<file path="src/rtl/ram_req_adapter.sv">
// Host valid/ready front end for the single-port 32-bit RAM. It range-checks addresses and buffers responses in a small FIFO.
// Optional: define RAM_ADAPTER_RSP_PARITY_EN to add per-byte even parity (rsp_par_o) to each response.
module ram_req_adapter #(
    parameter int Depth    = 128,
    parameter int RspDepth = 3
) (
    input  logic        clk_i,
    input  logic        rst_i,
    input  logic        req_valid_i,
    output logic        req_ready_o,
    input  logic        req_we_i,
    input  logic [3:0]  req_be_i,
    input  logic [31:0] req_addr_i,
    input  logic [31:0] req_wdata_i,
    output logic        rsp_valid_o,
    input  logic        rsp_ready_i,
    output logic [31:0] rsp_rdata_o,
    output logic        rsp_err_o,
    output logic        ram_req_o,
    output logic        ram_we_o,
    output logic [3:0]  ram_be_o,
    output logic [31:0] ram_addr_o,
    output logic [31:0] ram_wdata_o,
    input  logic        ram_rvalid_i,
    input  logic [31:0] ram_rdata_i
`ifdef RAM_ADAPTER_RSP_PARITY_EN
    ,
    output logic [3:0]  rsp_par_o
`endif
);

    localparam int AddrLsb = $clog2(Depth) + 2;
    localparam int PtrW    = (RspDepth > 1) ? $clog2(RspDepth) : 1;
    localparam int CntW    = $clog2(RspDepth + 1);
    localparam logic [PtrW-1:0] LastPtr = PtrW'(RspDepth - 1);
    localparam logic [CntW-1:0] FullCnt = CntW'(RspDepth);

    logic              inflight;
    logic              inflight_we;
    logic              err_inflight;
    logic [PtrW-1:0]   wr_ptr;
    logic [PtrW-1:0]   rd_ptr;
    logic [CntW-1:0]   fifo_cnt;
    logic [CntW+1:0]   occupancy;
    logic              in_range;
    logic              accept;
    logic              push;
    logic              pop;
    logic [31:0]       push_rdata;
    logic [31:0]       mem_rdata [RspDepth];
    logic              mem_err   [RspDepth];
`ifdef RAM_ADAPTER_RSP_PARITY_EN
    logic [3:0]        push_par;
    logic [3:0]        mem_par   [RspDepth];
`endif

    function automatic logic [PtrW-1:0] next_ptr(input logic [PtrW-1:0] p);
        return (p == LastPtr) ? '0 : p + 1'b1;
    endfunction

    // Credits count queued entries plus the one response still in the pipe,
    // so a push can never find the FIFO full.
    assign occupancy   = {2'b00, fifo_cnt} + {{(CntW+1){1'b0}}, inflight}
                       + {{(CntW+1){1'b0}}, err_inflight};
    assign req_ready_o = !rst_i && (occupancy < (CntW+2)'(RspDepth));
    assign in_range    = (req_addr_i[31:AddrLsb] == '0);
    assign accept      = req_valid_i && req_ready_o;

    assign ram_req_o   = accept && in_range;
    assign ram_we_o    = req_we_i;
    assign ram_be_o    = req_be_i;
    assign ram_addr_o  = req_addr_i;
    assign ram_wdata_o = req_wdata_i;

    assign push       = (inflight && ram_rvalid_i) || err_inflight;
    assign pop        = rsp_valid_o && rsp_ready_i;
    assign push_rdata = (err_inflight || inflight_we) ? 32'h0 : ram_rdata_i;

`ifdef RAM_ADAPTER_RSP_PARITY_EN
    always_comb begin
        push_par = '0;
        for (int i = 0; i < 4; i++) begin
            push_par[i] = ^push_rdata[i*8 +: 8];
        end
    end
    assign rsp_par_o = mem_par[rd_ptr];
`endif

    assign rsp_valid_o = (fifo_cnt != '0);
    assign rsp_rdata_o = mem_rdata[rd_ptr];
    assign rsp_err_o   = mem_err[rd_ptr];

    always_ff @(posedge clk_i) begin
        if (rst_i) begin
            inflight     <= 1'b0;
            inflight_we  <= 1'b0;
            err_inflight <= 1'b0;
            wr_ptr       <= '0;
            rd_ptr       <= '0;
            fifo_cnt     <= '0;
            for (int i = 0; i < RspDepth; i++) begin
                mem_rdata[i] <= '0;
                mem_err[i]   <= 1'b0;
`ifdef RAM_ADAPTER_RSP_PARITY_EN
                mem_par[i]   <= '0;
`endif
            end
        end else begin
            inflight     <= accept && in_range;
            inflight_we  <= req_we_i;
            err_inflight <= accept && !in_range;
            if (push) begin
                mem_rdata[wr_ptr] <= push_rdata;
                mem_err[wr_ptr]   <= err_inflight;
`ifdef RAM_ADAPTER_RSP_PARITY_EN
                mem_par[wr_ptr]   <= push_par;
`endif
                wr_ptr <= next_ptr(wr_ptr);
            end
            if (pop) begin
                rd_ptr <= next_ptr(rd_ptr);
            end
            case ({push, pop})
                2'b10:   fifo_cnt <= fifo_cnt + 1'b1;
                2'b01:   fifo_cnt <= fifo_cnt - 1'b1;
                default: fifo_cnt <= fifo_cnt;
            endcase
        end
    end

    // A push into a full FIFO means the credit accounting is broken.
    always_ff @(posedge clk_i) begin
        if (!rst_i) begin
            assert (!(push && fifo_cnt == FullCnt));
        end
    end

endmodule

</file>
<file path="config.mk">
export PLATFORM = sky130hd
export DESIGN_NAME = ram_req_adapter
export DESIGN_NICKNAME = d
export VERILOG_FILES = /design/src/rtl/ram_req_adapter.sv
export SDC_FILE = /design/constraint.sdc
export NUM_CORES = 1
export LEC_CHECK = 0
export BUFFER_PORTS_ARGS = -buffer_cell sky130_fd_sc_hd__buf_2
export CAP_MARGIN = 40
export CORE_ASPECT_RATIO = 1.25
export CORE_UTILIZATION = 50
export CTS_CLUSTER_DIAMETER = 150
export CTS_CLUSTER_SIZE = 14
export DETAILED_ROUTE_END_ITERATION = 16
export PLACE_DENSITY_LB_ADDON = 0.12
export RECOVER_POWER = 25
export SETUP_SLACK_MARGIN = 0.4
export SYNTH_ARGS = -nofsm -noshare
export SYNTH_HDL_FRONTEND = slang
export SYNTH_SLANG_ARGS = --single-unit
</file>
<file path="constraint.sdc">
create_clock -name clk_i -period 6.2 [get_ports clk_i]
set_input_delay 0.93 -clock clk_i [delete_from_list [all_inputs] [get_ports clk_i]]
set_output_delay 0.93 -clock clk_i [all_outputs]
set_load 0.005 [all_outputs]
</file>
Word-level counts from Yosys, hierarchy flattened
Memories as Yosys holds them, arrays and structs flattened. A register that Yosys moved wholly into a read port is not among the register bits.
Index checks and enable logic that the tools add are counted.
Word-level totals
  bits in latches: 0
  ROM bits: 0
  logic and storage cells: 53
  memory bits (writable): 99
  register bits: 9
  memories: 2
  input port bits: 106
Memories
  mem_rdata: depth 3, bits a word 32, rd ports 1, clocked after Yosys merged registers in 1, write ports 3, line 50  | logic [31:0] mem_rdata [RspDepth];
  mem_err: depth 3, bits a word 1, rd ports 1, clocked after Yosys merged registers in 1, write ports 3, line 51  | logic mem_err [RspDepth];
Operators by class
  mux-type cells: 19
  magnitude comparators: 1
  bitwise gates (word level): 0
  shifts and indexed selects: 0
  reductions and logical operators: 15
  equality and inequality tests: 4
  add/sub/neg operators: 6
  divide/modulo/power cells: 0
  multiply operators: 0
Operators with widths (count)
  two-way mux 32 bit: 2
  OR reduction 32 bit: 1
  zero test 23 bit: 1
  two-way mux 2 bit: 8
  two-way mux 1 bit: 8
  adder 2 x 1 -> 2 bit (second input constant): 3
  equality test 2 bit (second input constant): 3
  logical AND 1 bit: 6
  adder 3 x 1 -> 4 bit: 1
  less-than comparator 4 x 2 -> 1 bit (second input constant): 1
  one-hot mux 2 bit (2 select lines): 1
  nonzero test 2 bit: 2
  adder 2 x 1 -> 3 bit: 1
  equality test 2 x 1 -> 1 bit (second input constant): 1
  zero test 1 bit: 2
  logical OR 1 bit: 2
  subtractor 2 x 1 -> 2 bit (second input constant): 1
  OR reduction 1 bit: 1

Depth between registers and ports, before layout
Gate-level depths: netlist of the first run.
  word-level depth: 7
  mapped depth: 6
  gate-level depth less buffers: 6

Worst setup path before layout of the first run
No wires, ideal clock.
  path kind: input -> register
  start: input port ram_rvalid_i
  end: memory mem_err[3] (enable)
  stages: 2
  path buffers: 0
  data arrival time: 4.273 ns
  data required time: 5.693 ns
  slack: 1.421 ns
  cell sequence: a21oi_2 -> nor4bb_1
RTL lines
  start: declaration: line 24  | input logic ram_rvalid_i,
  end: declaration: line 51

==> run metrics, run 1 <==
R2R setup slack=around 2.6 ns; Antenna Nets Post-Route=0; RSZ-0062 raised after global routing=no; Fin. Hold Viols=0; clock share of power=39.1%; internal power=about 1.9 mW; FF-to-FF End=mem_rdata[0][3]; Fin Hold WS=0.4808 ns; post-cts gate resize count=0; failing checks=capacitance limit, slew limit; final wirelength=around 13000 um; drt first pass iters=4; largest net degree at the start of global routing=35; Tcrit/Tclk final=around 61%; crit path cell chain=buf_2 > a21oi_1 > or4_1 > clkbuf_1 > nand2b_2 > buf_16; Mapped Area=approximately 0.0065 mm2; initial DRC count=~120; Vias per Instance=slightly above 5; hold_sp=rd_ptr[1]; via count=around 3700; max cap viols=2; Critical Path Fanout Max=34; CTS buffer count=17; clk slew on worst S/H paths=~0.060 ns; CP max stage cell=clkbuf_1; die area=between 0.01 and 0.015 mm2; switching part of the total=23.43%; Gate power share=14.8%; #FFs+latches synth=between 100 and 150; P_leak=2.973 nW; Peak Freq=approximately 0.26 GHz; register area share after synthesis=about 64%; Worst Reg2Reg Path Length in Cells=5; layout overhead on the synthesized area=12.97%; core area=about 0.013 mm2; GRT Total Usage=between 20% and 30%; Seq pwr share=46.2%; library cells used by synthesis=30; Setup TNS=0 ns; drt drc=0; Routed WL per cell=18.15 um; clk sinks=143; Ant. Diodes=0; Buffers on Ports=120; CP startpoint=ram_rvalid_i; total net switching power=around 0.57 mW; number of placement rows=46; share of cells above drive strength 1=about 35%; max incr delay on CP=around 1.2 ns; Critical Path End Type=flip-flop; vias in the first global route=3915; chip width=around 100 um; global route overflow=0; average size of a mapped cell=between 10 and 15 um2; Final GP Congestion=around 0.98; global-route wire length before repair=approximately 20000 um; CP required=6.36 ns; Initial Util=about half; slew margin rel.=-15.32%; hold depth=2; Fill cells=1047; Nets=645; synth warn=0; # setup viols final=0; VDD IR max=~160 uV; Clock Latency Late Sink=0.41 ns; clk_skew=approximately 0.010 ns; leading cell type in the layout, fill and taps excluded=edfxtp_1; Critical Path AT=about 3.9 ns; Worst setup SP type=primary input; antenna violations before repair=0; I/O pins=211; root buffer cell=clkbuf_16; post-CTS setup buffers=0; CTS H-tree depth=4; most frequent cells in the layout=edfxtp_1 (132), buf_2 (119), nor2_1 (101), nand2_1 (38), inv_1 (34); Worst Hold Class=reg -> reg; FF-to-FF Start=err_inflight; outcome=complete, but fails checks; CP top delay family=buffers and inverters; WP buf/inv=3; die height=between 100 and 150 um; Slew Viols, Final=70; slew at the pin with the worst max-slew slack=1.730 ns; Detail Placement HPWL=about 8600 um; CTS tree=built; hold_buf cts=0; crit path kind=in -> reg; Syn Nets=a little under 600; pwr/cell area=approximately 330 mW/mm2; Synth Instances=480; clock buffer depth=2; fin crit period=3.785 ns
-- routing by layer --
| layer | up-vias | share of wire [%] | track usage (%) |
|---|---|---|---|
| li1 | 1717 | - | - |
| met2 | 167 | 54 | 36.67 |
| met1 | 1770 | 37 | 21.31 |
| met4 | 0 | 2.4 | 10.25 |
| met3 | 28 | 7.2 | 7.043 |
| met5 | - | 0 | 0 |
-- worst min-delay path, delay by kind of cell (launching register included) --
kind,cells,cell delay [ns]
simple gates,1,0.05
compound gates,1,0.07
flops,1,0.31
-- layout make-up --
| type | count | area [um2] | share of cell area (%) |
|---|---|---|---|
| timing repair buffer | 130 | 728.2 | 9.883 |
| sequential | 143 | 4187 | 56.82 |
| clock inverter | 12 | 120.1 | 1.630 |
| inverter | 34 | 127.6 | 1.732 |
| clock buffer | 19 | 432.9 | 5.875 |
| multi-input combinational | 210 | 1563 | 21.21 |
| tap | 168 | 210.2 | 2.853 |
-- metrics by stage --
step / cells / utilization (%) / instance area, um2 / setup slack, ns / power, mW
3_5_place_dp: 685 / 53.75 / 6837 / 3.250 / 1.516
4_1_cts: 716 / 58.10 / 7390 / 2.966 / 2.464
2_1_floorplan: 480 / - / 6523 / 1.421 / 1.404
3_3_place_gp: 681 / 53.00 / 6741 / 3.195 / 1.502
5_1_grt: 716 / 57.93 / 7368 / 2.081 / 2.535
6_report: 716 / 57.93 / 7368 / 2.415 / 2.438
-- flip-flops by register name (all words and copies together), names as in the netlist, named ones only --
| signal | count |
|---|---|
| err_inflight | 1 |
| inflight | 1 |
| rd_ptr | 2 |
| mem_err | 4 |
| inflight_we | 1 |
| wr_ptr | 2 |
| mem_rdata | 128 |
| fifo_cnt | 2 |
-- synth_stat cells --
cell / n / area share [%]
edfxtp_1: 132 / 61
nor2_1: 101 / 5.8
buf_4: 69 / 7.9
nand2_1: 38 / 2.2
inv_1: 34 / 2.0
mux4_2: 33 / 11
dfxtp_1: 11 / 3.4
buf_2: 9 / 0.69
clkbuf_1: 9 / 0.52
buf_6: 6 / 1.0
a21oi_1: 5 / 0.38
nor4_1: 5 / 0.48
nand2b_1: 3 / 0.29
nor3_1: 3 / 0.23
or3_1: 3 / 0.29
ha_1: 2 / 0.38
o21ai_0: 2 / 0.15
or3b_2: 2 / 0.27
or4b_1: 2 / 0.31
a211oi_1: 1 / 0.12
a21oi_2: 1 / 0.13
fa_1: 1 / 0.31
nand4_1: 1 / 0.096
nor2b_1: 1 / 0.096
nor4bb_1: 1 / 0.15
o21ba_2: 1 / 0.15
or2_2: 1 / 0.096
or4_1: 1 / 0.12
xnor2_1: 1 / 0.13
xor2_1: 1 / 0.13
-- worst max path at each step --
stage | endpoint | slack, ns | depth (start not counted)
2_1_floorplan | mem_err[3] | 1.42 | 2
3_3_place_gp | mem_rdata[2][4] | 3.20 | 4
3_5_place_dp | ram_req_o | 3.25 | 5
4_1_cts | ram_req_o | 2.97 | 6
5_1_grt | mem_rdata[0][3] | 2.08 | 6
6_report | mem_rdata[0][3] | 2.42 | 6
-- power groups by stage --
stage	Combinational [mW]	Clock (mW)	Sequential, mW
after global placement	0.353	0	1.15
after detailed placement	0.370	0	1.15
final	0.360	0.953	1.13
after floorplan	0.268	0	1.14
after CTS	0.371	0.966	1.13
after global routing	0.398	1.01	1.13
-- logic make-up (layout without fill, tap and decap cells) --
logic type / count (synthesis) / in the layout / synth area share (%)
xor gates and xnor gates: 2 / 2 / 0.2686
and+or+nand+nor: 162 / 162 / 10.42
muxes: 33 / 33 / 11.39
adders and majority gates: 3 / 3 / 0.6905
buffers and inverters: 127 / 195 / 12.14
DFF: 143 / 143 / 64.15
AOI/OAI and AO/OA: 10 / 10 / 0.9400
(Power assumes the default switching activity.)
==> run 2: changes to the inputs <==
==> constraint.sdc (replaced) <==
create_clock -name clk_i -period 3.7 [get_ports clk_i]
set_input_delay 0.555 -clock clk_i [delete_from_list [all_inputs] [get_ports clk_i]]
set_output_delay 0.555 -clock clk_i [all_outputs]
set_load 0.005 [all_outputs]
==> run 2 against run 1 <==
- the run now ends clean
- total power rose by 76%
- clock power rose by 88%
- critical path type is now reg -> out
- critical path depth did not move
- sequential cell count did not move
- register-to-register slack got worse by 1.6 ns
- largest cell class unchanged
==> run metrics, run 2 (synthesis results as in run 1) <==
global route overflow=0 (unchanged); antenna violations before repair=0 (unchanged); Worst Reg2Reg Path Length in Cells=4 (was 5); Worst Hold Class=in -> reg (was reg -> reg); Fin Hold WS=0.4061 ns (was 0.4808 ns); clk slew on worst S/H paths=0.06 ns (about the same); pre-CTS setup slack=1.285 ns (was 3.250 ns); max cap viols=0 (was 2); share of cells above drive strength 1=34.00% (was 35.40%); Setup TNS=0 ns (unchanged); Fin. Hold Viols=0 (unchanged); R2R setup slack=1.03 ns (was 2.62 ns); number of placement rows=46 (unchanged); CP Capture Point=ram_req_o (was mem_rdata[0][3]); FF-to-FF End=mem_rdata[2][25] (was mem_rdata[0][3]); I/O pins=211 (unchanged); clk sinks=143 (unchanged); # setup viols final=0 (unchanged); Vias per Instance=5.162 (was 5.142); chip width=104.2 um (unchanged); layout overhead on the synthesized area=14.12% (was 12.97%); Antenna Nets Post-Route=0 (unchanged); crit path cell chain=fa_1 > ha_1 > a211oi_1 > nand2_1 > nor3_1 > buf_2 (was buf_2 > a21oi_1 > or4_1 > clkbuf_1 > nand2b_2 > buf_16); clock buffer depth=2 (unchanged); core area=0.01272 mm2 (unchanged); final worst slack=0.9849 ns (was 2.415 ns); Critical Path End Type=output port (was flip-flop); VDD IR max=285.7 uV (was 156.3 uV); Slew Viols, Final=0 (was 70); Critical Path Stages=6 (unchanged); CTS H-tree depth=4 (unchanged); Initial Util=51.28% (unchanged); CTS buffer count=17 (unchanged); CP top delay family=adder cells (was buffers and inverters); Critical Path AT=2.16 ns (was 3.94 ns); Clock Latency Late Sink=0.41 ns (about the same); Ant. Diodes=0 (unchanged); die area=0.01351 mm2 (unchanged); drt drc=0 (unchanged); CP startpoint=err_inflight (was ram_rvalid_i); slew margin rel.=22.09% (was -15.32%); Buffers on Ports=120 (unchanged); via count=3706 (was 3682); post-CTS setup buffers=0 (unchanged); hold_buf cts=0 (unchanged); Nets=646 (was 645); FF-to-FF Start=err_inflight (unchanged); root buffer cell=clkbuf_16 (unchanged); post-cts gate resize count=0 (unchanged); Detail Placement HPWL=8509 um (was 8572 um); crit path kind=reg -> out (was in -> reg); Peak Freq=0.3683 GHz; max incr delay on CP=0.40 ns (was 1.24 ns); fin crit period=2.715 ns; clk_skew=0.01292 ns (was 0.009962 ns); largest registers=mem_rdata x128, mem_err x4 (unchanged); leading cell type in the layout, fill and taps excluded=edfxtp_1 (unchanged); global-route wire length before repair=20070 um (was 19970 um); vias in the first global route=3917 (was 3915); die height=129.7 um (unchanged); Final GP Congestion=0.8475 (was 0.9752); drt first pass iters=4 (unchanged); initial DRC count=131 (was 123); Worst setup SP type=flip-flop (was primary input); WP buf/inv=1 (was 3); GRT Total Usage=20.45% (was 20.36%); outcome=complete, no violations (was complete, but fails checks); Critical Path Fanout Max=5 (was 34); final wirelength=13130 um (was 13000 um); P_leak=2.995 nW (was 2.973 nW); Top reg by flops=mem_rdata (unchanged); Tcrit/Tclk final=between 70 and 80%; most frequent cells in the layout=edfxtp_1 (132), buf_2 (107), nor2_1 (101), nand2_1 (38), inv_1 (34) (was edfxtp_1 (132), buf_2 (119), nor2_1 (101), nand2_1 (38), inv_1 (34)); Fill cells=1034 (was 1047); Largest register FFs=128 (unchanged); largest net degree at the start of global routing=34 (was 35); CP required=3.14 ns (was 6.36 ns); pwr/cell area=575.8 mW/mm2 (was 330.9 mW/mm2); slew at the pin with the worst max-slew slack=1.169 ns (was 1.730 ns); post-layout util=58.52% (was 57.93%); CTS tree=built (unchanged); Routed WL per cell=18.29 um (was 18.15 um); RSZ-0062 raised after global routing=no (unchanged); CP max stage cell=fa_1 (was clkbuf_1)
==> run 2: cell types whose count changed in the layout (fill, tap and decap cells not counted) <==
cell        change
buf_1           +1
nand2b_1        -1
buf_2          -12
clkinv_1        +1
clkinvlp_4      -3
clkinv_4        +1
inv_6           -1
clkinv_2        +1
bufinv_16       +3
clkbuf_1        +8
nand2b_2        +1
buf_4           +3
==> run 2: worst min-delay path by stage <==
stage | start | end | cells past startpoint
after floorplan | rd_ptr[1] | flip-flop | 2
after global placement | rd_ptr[1] | flip-flop | 2
after detailed placement | rd_ptr[1] | flip-flop | 2
after CTS | req_we_i | inflight_we | 2
after global routing | req_we_i | inflight_we | 2
final | req_we_i | inflight_we | 2
==> run 2: cell type report <==
type                    count  area (um2)  share of cell area [%]
repair buffers            131       728.2                   9.783
clock buffers              18       429.2                   5.766
inverters                  34       127.6                   1.715
multi-input cells         210        1565                   21.03
well taps                 168       210.2                   2.824
flip-flops and latches    143        4187                   56.24
clock inverters            14       196.4                   2.639
==> run 2: power breakdown <==
group          internal, mW  switching [mW]
Sequential             1.85          0.0428
Combinational         0.303           0.301
Clock                  1.18           0.608
Total                  3.33           0.952
==> run 2: layer usage <==
metal,global-route usage (%),vias to the layer above,part of all wire [%]
li1,-,1723,-
met1,21.02,1796,36
met2,39.02,156,55
met3,5.644,31,6.5
met4,8.992,0,2.1
met5,0,-,0
==> run 2: through the flow <==
step,cell area (um2),instances,power [mW]
2_1_floorplan,6529,480,2.353
3_5_place_dp,6869,686,2.555
5_1_grt,7443,718,4.450
6_report,7443,718,4.286
4_1_cts,7495,718,4.348
3_3_place_gp,6766,682,2.527
